<file path="config.mk">
export PLATFORM = sky130hd
export DESIGN_NAME = id_hazard_scoreboard
export DESIGN_NICKNAME = d
export VERILOG_FILES = /design/src/rtl/pp_hazard_pkg.sv /design/src/rtl/id_hazard_scoreboard_fwd_sel.sv /design/src/rtl/id_hazard_scoreboard.sv
export SDC_FILE = /design/constraint.sdc
export NUM_CORES = 1
export LEC_CHECK = 0
export ABC_AREA = 1
export BUFFER_PORTS_ARGS = -buffer_cell sky130_fd_sc_hd__buf_2
export CORE_ASPECT_RATIO = 0.7
export CORE_MARGIN = 2
export CORE_UTILIZATION = 53
export DETAILED_ROUTE_END_ITERATION = 7
export GPL_ROUTABILITY_DRIVEN = 0
export PLACE_DENSITY = 0.91
export SETUP_SLACK_MARGIN = 0.1
export SYNTH_ARGS = -nofsm -noshare
export SYNTH_HDL_FRONTEND = slang
export SYNTH_SLANG_ARGS = --single-unit
</file>
<file path="constraint.sdc">
create_clock -name clk -period 3.9 [get_ports clk]
set_clock_uncertainty 0.2 [all_clocks]
set_input_delay 0.39 -clock clk [delete_from_list [all_inputs] [get_ports clk]]
set_output_delay 0.39 -clock clk [all_outputs]
set_load 0.05 [all_outputs]
</file>
<file path="src/rtl/pp_hazard_pkg.sv">
// Shared definitions for the decode-stage hazard logic.
// Holds the forwarding-select encodings, the in-flight pipeline entry
// record and a helper that tells whether an entry will really write a
// register.
// HZ_RN_W is the register-number width that pipe_entry_t is built with.
// Every module that imports this package must use the same RN_W.
package pp_hazard_pkg;

  localparam int HZ_RN_W = 5;

  localparam logic [1:0] FWD_RF     = 2'b00;
  localparam logic [1:0] FWD_EXALU  = 2'b01;
  localparam logic [1:0] FWD_MEMALU = 2'b10;
  localparam logic [1:0] FWD_MEMLD  = 2'b11;

  typedef struct packed {
    logic               v;
    logic               wreg;
    logic               m2reg;
    logic [HZ_RN_W-1:0] rn;
  } pipe_entry_t;

  // Register 0 is hardwired to zero, so a write to it never creates a
  // dependency.
  function automatic logic entry_live(input pipe_entry_t e);
    return e.v & e.wreg & (e.rn != '0);
  endfunction

endpackage

</file>
<file path="src/rtl/id_hazard_scoreboard_fwd_sel.sv">
// Forwarding-select generator for one decode source operand.
// Ports:
//   src     - source register number read by the decoded instruction
//   use_src - the instruction really reads src
//   ex_e    - entry currently in EX
//   mem_e   - entry currently in MEM
//   sel     - operand source: register file, EX ALU, MEM ALU or MEM load
module fwd_sel
  import pp_hazard_pkg::*;
#(
  parameter int RN_W = HZ_RN_W
) (
  input  logic [RN_W-1:0] src,
  input  logic            use_src,
  input  pipe_entry_t     ex_e,
  input  pipe_entry_t     mem_e,
  output logic [1:0]      sel
);

  // The youngest producer wins. A matching load in EX shadows an older
  // MEM producer of the same register; its data does not exist yet, so the
  // select stays at the register file while the stall logic holds decode.
  always_comb begin
    sel = FWD_RF;
    if (use_src && (src != '0)) begin
      if (entry_live(ex_e) && (ex_e.rn == src)) begin
        if (!ex_e.m2reg) begin
          sel = FWD_EXALU;
        end
      end else if (entry_live(mem_e) && (mem_e.rn == src)) begin
        sel = mem_e.m2reg ? FWD_MEMLD : FWD_MEMALU;
      end
    end
  end

endmodule

</file>
<file path="src/rtl/id_hazard_scoreboard.sv">
// Decode-stage hazard scoreboard for a 5-stage pipeline.
// Tracks the destination register of the instructions in EX, MEM and WB,
// produces forwarding selects for rs/rt, detects load-use hazards (stall
// plus bubble insertion) and drives the register-file write port from WB.
// Ports:
//   clk, clrn            - clock, asynchronous active-low reset
//   id_*                 - decoded instruction fields
//   hold                 - external freeze, every stage keeps its contents
//   fwda, fwdb           - forwarding selects for operands a and b
//   stall, wpcir         - load-use stall and PC / IF-ID write enable
//   ex_*, mem_*          - controls of the EX and MEM entries
//   wb_wreg, wb_rn       - register-file write enable and address
// Optional macro HZ_STATS_EN adds saturating counters stall_cnt and fwd_cnt
// (width CNT_W) for stall cycles and forwarded decode cycles.
module id_hazard_scoreboard
  import pp_hazard_pkg::*;
#(
  parameter int RN_W = HZ_RN_W
`ifdef HZ_STATS_EN
  , parameter int CNT_W = 32
`endif
) (
  input  logic            clk,
  input  logic            clrn,
  input  logic            id_valid,
  input  logic [RN_W-1:0] id_rs,
  input  logic [RN_W-1:0] id_rt,
  input  logic            id_use_rs,
  input  logic            id_use_rt,
  input  logic [RN_W-1:0] id_rn,
  input  logic            id_wreg,
  input  logic            id_m2reg,
  input  logic            hold,
  output logic [1:0]      fwda,
  output logic [1:0]      fwdb,
  output logic            stall,
  output logic            wpcir,
  output logic            ex_wreg,
  output logic            ex_m2reg,
  output logic [RN_W-1:0] ex_rn,
  output logic            mem_wreg,
  output logic            mem_m2reg,
  output logic [RN_W-1:0] mem_rn,
  output logic            wb_wreg,
  output logic [RN_W-1:0] wb_rn
`ifdef HZ_STATS_EN
  , output logic [CNT_W-1:0] stall_cnt,
  output logic [CNT_W-1:0] fwd_cnt
`endif
);

  pipe_entry_t ex_q, ex_d;
  pipe_entry_t mem_q, mem_d;
  pipe_entry_t wb_q, wb_d;

  fwd_sel #(.RN_W(RN_W)) u_fwd_a (
    .src     (id_rs),
    .use_src (id_use_rs),
    .ex_e    (ex_q),
    .mem_e   (mem_q),
    .sel     (fwda)
  );

  fwd_sel #(.RN_W(RN_W)) u_fwd_b (
    .src     (id_rt),
    .use_src (id_use_rt),
    .ex_e    (ex_q),
    .mem_e   (mem_q),
    .sel     (fwdb)
  );

  // A load in EX has no data until it reaches MEM, so a dependent reader
  // must wait exactly one cycle. Only the EX entry can cause a stall.
  always_comb begin
    stall = id_valid & entry_live(ex_q) & ex_q.m2reg &
            ((id_use_rs & (ex_q.rn == id_rs)) |
             (id_use_rt & (ex_q.rn == id_rt)));
    wpcir = ~stall & ~hold;
  end

  // Hold freezes everything, including the bubble a stall would insert.
  always_comb begin
    ex_d  = ex_q;
    mem_d = mem_q;
    wb_d  = wb_q;
    if (!hold) begin
      wb_d  = mem_q;
      mem_d = ex_q;
      ex_d  = '0;
      if (id_valid && !stall) begin
        ex_d.v     = 1'b1;
        ex_d.wreg  = id_wreg;
        ex_d.m2reg = id_m2reg;
        ex_d.rn    = id_rn;
      end
    end
  end

  always_ff @(posedge clk or negedge clrn) begin
    if (!clrn) begin
      ex_q  <= '0;
      mem_q <= '0;
      wb_q  <= '0;
    end else begin
      ex_q  <= ex_d;
      mem_q <= mem_d;
      wb_q  <= wb_d;
    end
  end

  // Bubbles are all-zero, so the raw fields can be exported directly.
  assign ex_wreg   = ex_q.wreg;
  assign ex_m2reg  = ex_q.m2reg;
  assign ex_rn     = ex_q.rn;
  assign mem_wreg  = mem_q.wreg;
  assign mem_m2reg = mem_q.m2reg;
  assign mem_rn    = mem_q.rn;
  assign wb_wreg   = wb_q.wreg;
  assign wb_rn     = wb_q.rn;

`ifdef HZ_STATS_EN
  logic [CNT_W-1:0] stall_cnt_q, stall_cnt_d;
  logic [CNT_W-1:0] fwd_cnt_q, fwd_cnt_d;

  // Both counters saturate instead of wrapping.
  always_comb begin
    stall_cnt_d = stall_cnt_q;
    fwd_cnt_d   = fwd_cnt_q;
    if (stall && !hold && !(&stall_cnt_q)) begin
      stall_cnt_d = stall_cnt_q + CNT_W'(1);
    end
    if (!hold && id_valid && ((fwda != FWD_RF) || (fwdb != FWD_RF)) && !(&fwd_cnt_q)) begin
      fwd_cnt_d = fwd_cnt_q + CNT_W'(1);
    end
  end

  always_ff @(posedge clk or negedge clrn) begin
    if (!clrn) begin
      stall_cnt_q <= '0;
      fwd_cnt_q   <= '0;
    end else begin
      stall_cnt_q <= stall_cnt_d;
      fwd_cnt_q   <= fwd_cnt_d;
    end
  end

  assign stall_cnt = stall_cnt_q;
  assign fwd_cnt   = fwd_cnt_q;
`endif

endmodule

</file>
==> qor.yml <==
logic_synthesis:
  ys_seq_area_frac: 0.395
  ys_warn_count: 0
  synth_nets: 215
  synthesis.area_um2: 1390
  synth_cells: 192
  ys_ff_latch: 22
  syn_area_per_cell_um2: 7.26
  synthDistinctLibCells: 22
grt:
  grt_pass1_wl_mm: 5.15
  grt-ovfl-total: 0
  met1_usage: 0.309
  grt-busiest-layer: "met2"
  grt_max_degree: 38
  antenna_found_initial: 0
  grt_usage: 0.227
  grt_pass1_vias: 1127
  gr-usage-met2: 0.386
  met3_usage: 0.0624
floorplanning:
  ioPinCount: 49
  die_w_um: 65.3
  fp.dieH_um: 46.9
  fp.coreArea_um2: 2480
  start_util: 0.563
  rows: 15
  die_area_um2: 3060
finish:
  antenna_cells: 0
  final_core_util: 0.670
  fin_cells: 265
  final_cell_mix: "nand2_1, buf_2, dfrtp_1"
  area_growth_pct: 19.0
  final_common_cell: "nand2_1"
  nets: 255
  final_cell_area_um2: 1660
  drive_gt1_frac: 0.303
run_status:
  run_status: "finished clean"
critical_path:
  cp_max_fo: 5
  cpMostUsedCell: "nand2_1"
  critPathArrivalTime_ns: 1.79
  cp.required_ns: 3.31
  critPathBufInv: 2
  crit_chain: "inv_2 > nand2_1 > nand2_1 > nor2_1 > nand3_1 > nor2_2 > nand4_1 > nand2_1 > buf_2"
  crit_path_top_delay_cell: "dfrtp_1"
  regToRegSetupSlack_ns: 2.32
  cp-end-kind: "primary output"
  slowest_delay_ns: 0.46
  crit_type: "register to primary output"
  crit_family: "simple AND/OR/NAND/NOR gates"
  cp-start-kind: "register"
pwr:
  powerDensity_nw_per_um2: 411
  p_leak_nw: 0.930
  netSwitchingFraction: 0.351
  clkPwrFrac: 0.309
  seqPwrFrac: 0.404
  ir_worst_vdd_mv: 0.214
  p_switching_mw: 0.239
  total_power_mw: 0.682
  combPwrFrac: 0.287
  internal_power_mw: 0.442
timing:
  slew_viol_final: 0
  worst_slew_pin_slew_ns: 0.583
  setup_tns_ns: 0
  period_needed_ns: 2.38
  holdWs_ns: 0.140
  setup_slack_ns: 1.52
  period_share: 0.609
  rsz0062_at_grt: "false"
  hold_viol: 0
  max_freq_mhz: 421
  relSlewSlack: 0.611
  setup-violations-final: 0
place:
  dp_cells: 260
  portBuffers: 48
  placed_area_um2: 1580
  place_hpwl_mm: 2.46
  pre_cts_slack_ns: 1.74
clock_tree:
  clock_tree.buffer_depth: 2
  cts_buffers: 3
  h-tree-depth: 1
  path_clk_slew_ns: 0.08
  cts_tree: "done"
  clkSinkCount: 22
  cts.repair.resized: 0
  clock-root-buffer: "clkbuf_8"
  clkLatencyLatePin_ns: 0.26
route:
  first_iter_violations: 87
  drc: 0
  ant_nets: 0
  wl_mm: 3.13
  drtPass1Iterations: 4
  viasPerCell: 4.83
  vias: 1279
  drt-wirelength-per-cell_um: 11.8
min_path:
  hold_class: "input port to register"
run:
  cap_violations: 0
-- final cells by class --
| class | count | area, µm² |
|---|---|---|
| clock buffers | 3 | 41.3 |
| clock inverters | 1 | 30.0 |
| fillers | 218 | 818 |
| inverters | 21 | 78.8 |
| multi-input cells | 135 | 666 |
| flip-flops and latches | 22 | 551 |
| well taps | 34 | 42.5 |
| repair buffers | 49 | 250 |
-- state kept, by name, indices dropped and copies added (netlist names) --
name	count
mem_rn	5
wb_wreg	1
mem_m2reg	1
mem_wreg	1
ex_q	1
ex_wreg	1
ex_m2reg	1
mem_q	1
ex_rn	5
wb_rn	5
-- kinds of logic (layout without fill, tap and decap cells) --
group	count (synthesis)	count (layout)	synth area share
flops	22	22	0.395
compound gates	13	13	0.0467
buf+inv	35	74	0.127
mux	1	1	0.00808
simple gates	110	110	0.354
xor+xnor	11	11	0.0691
-- worst reg2reg max path: stages (launching register included) --
cell     delay (ns)
dfrtp_1        0.46
inv_2          0.08
nand2_1        0.07
nand2_1        0.05
nor2_1         0.14
nand4_1        0.12
nand2_2        0.12
nand2_4        0.09
nand3_1        0.08
nand2_1        0.06
-- synthesized netlist by cell type --
cell type / count / area (µm²)
inv_2: 7 / 26.3
xnor2_1: 8 / 70.1
dfrtp_1: 22 / 551
buf_2: 1 / 5.00
inv_1: 14 / 52.6
nor2_4: 1 / 11.3
nor3_1: 4 / 20.0
nand3_2: 1 / 10.0
a21oi_1: 2 / 10.0
o21ai_0: 11 / 55.1
buf_4: 12 / 90.1
nand2_2: 1 / 6.26
nand2_4: 1 / 11.3
xor2_1: 3 / 26.3
nand4_1: 5 / 31.3
mux2_2: 1 / 11.3
nor2_2: 6 / 37.5
clkbuf_1: 1 / 3.75
nand2_1: 63 / 236
nand3_1: 16 / 80.1
nand3b_1: 1 / 7.51
nor2_1: 11 / 41.3
-- path summary, 6_finish.rpt --
check	start	to	cells after the start
hold / removal	id_wreg	ex_wreg$_DFFE_PN0N_	3
min in group asynchronous	clrn	wb_rn[4]$_DFFE_PN0N_	2
hold reg to reg	wb_rn[1]$_DFFE_PN0N_	wb_rn[1]$_DFFE_PN0N_	2
setup / recovery	ex_rn[1]$_DFFE_PN0N_	fwdb[0]	9
setup reg to reg	ex_rn[1]$_DFFE_PN0N_	ex_rn[0]$_DFFE_PN0N_	9
max in group asynchronous	clrn	mem_rn[4]$_DFFE_PN0N_	2
-- repair_timing --
item                                   in CTS  in global routing
endpoints found under the hold margin      22                  0
hold buffers                                1                  0
setup endpoints to repair                   0                  0
setup buffers                               0                  0
-- routing by layer --
| layer | vias up | share of wire |
|---|---|---|
| li1 | 669 | - |
| met1 | 551 | 0.47 |
| met2 | 57 | 0.44 |
| met3 | 2 | 0.086 |
| met4 | 0 | 0.0038 |
| met5 | - | 0 |
-- power by group through the flow --
| stage | combinational (mW) | sequential, mW | clock [mW] |
|---|---|---|---|
| 2_1_floorplan | 0.118 | 0.314 | 0 |
| 3_3_place_gp | 0.192 | 0.279 | 0 |
| 3_5_place_dp | 0.195 | 0.280 | 0 |
| 4_1_cts | 0.197 | 0.275 | 0.216 |
| 5_1_grt | 0.213 | 0.280 | 0.230 |
| 6_report | 0.196 | 0.275 | 0.211 |
No activity file was read; power rests on OpenSTA's default activity.
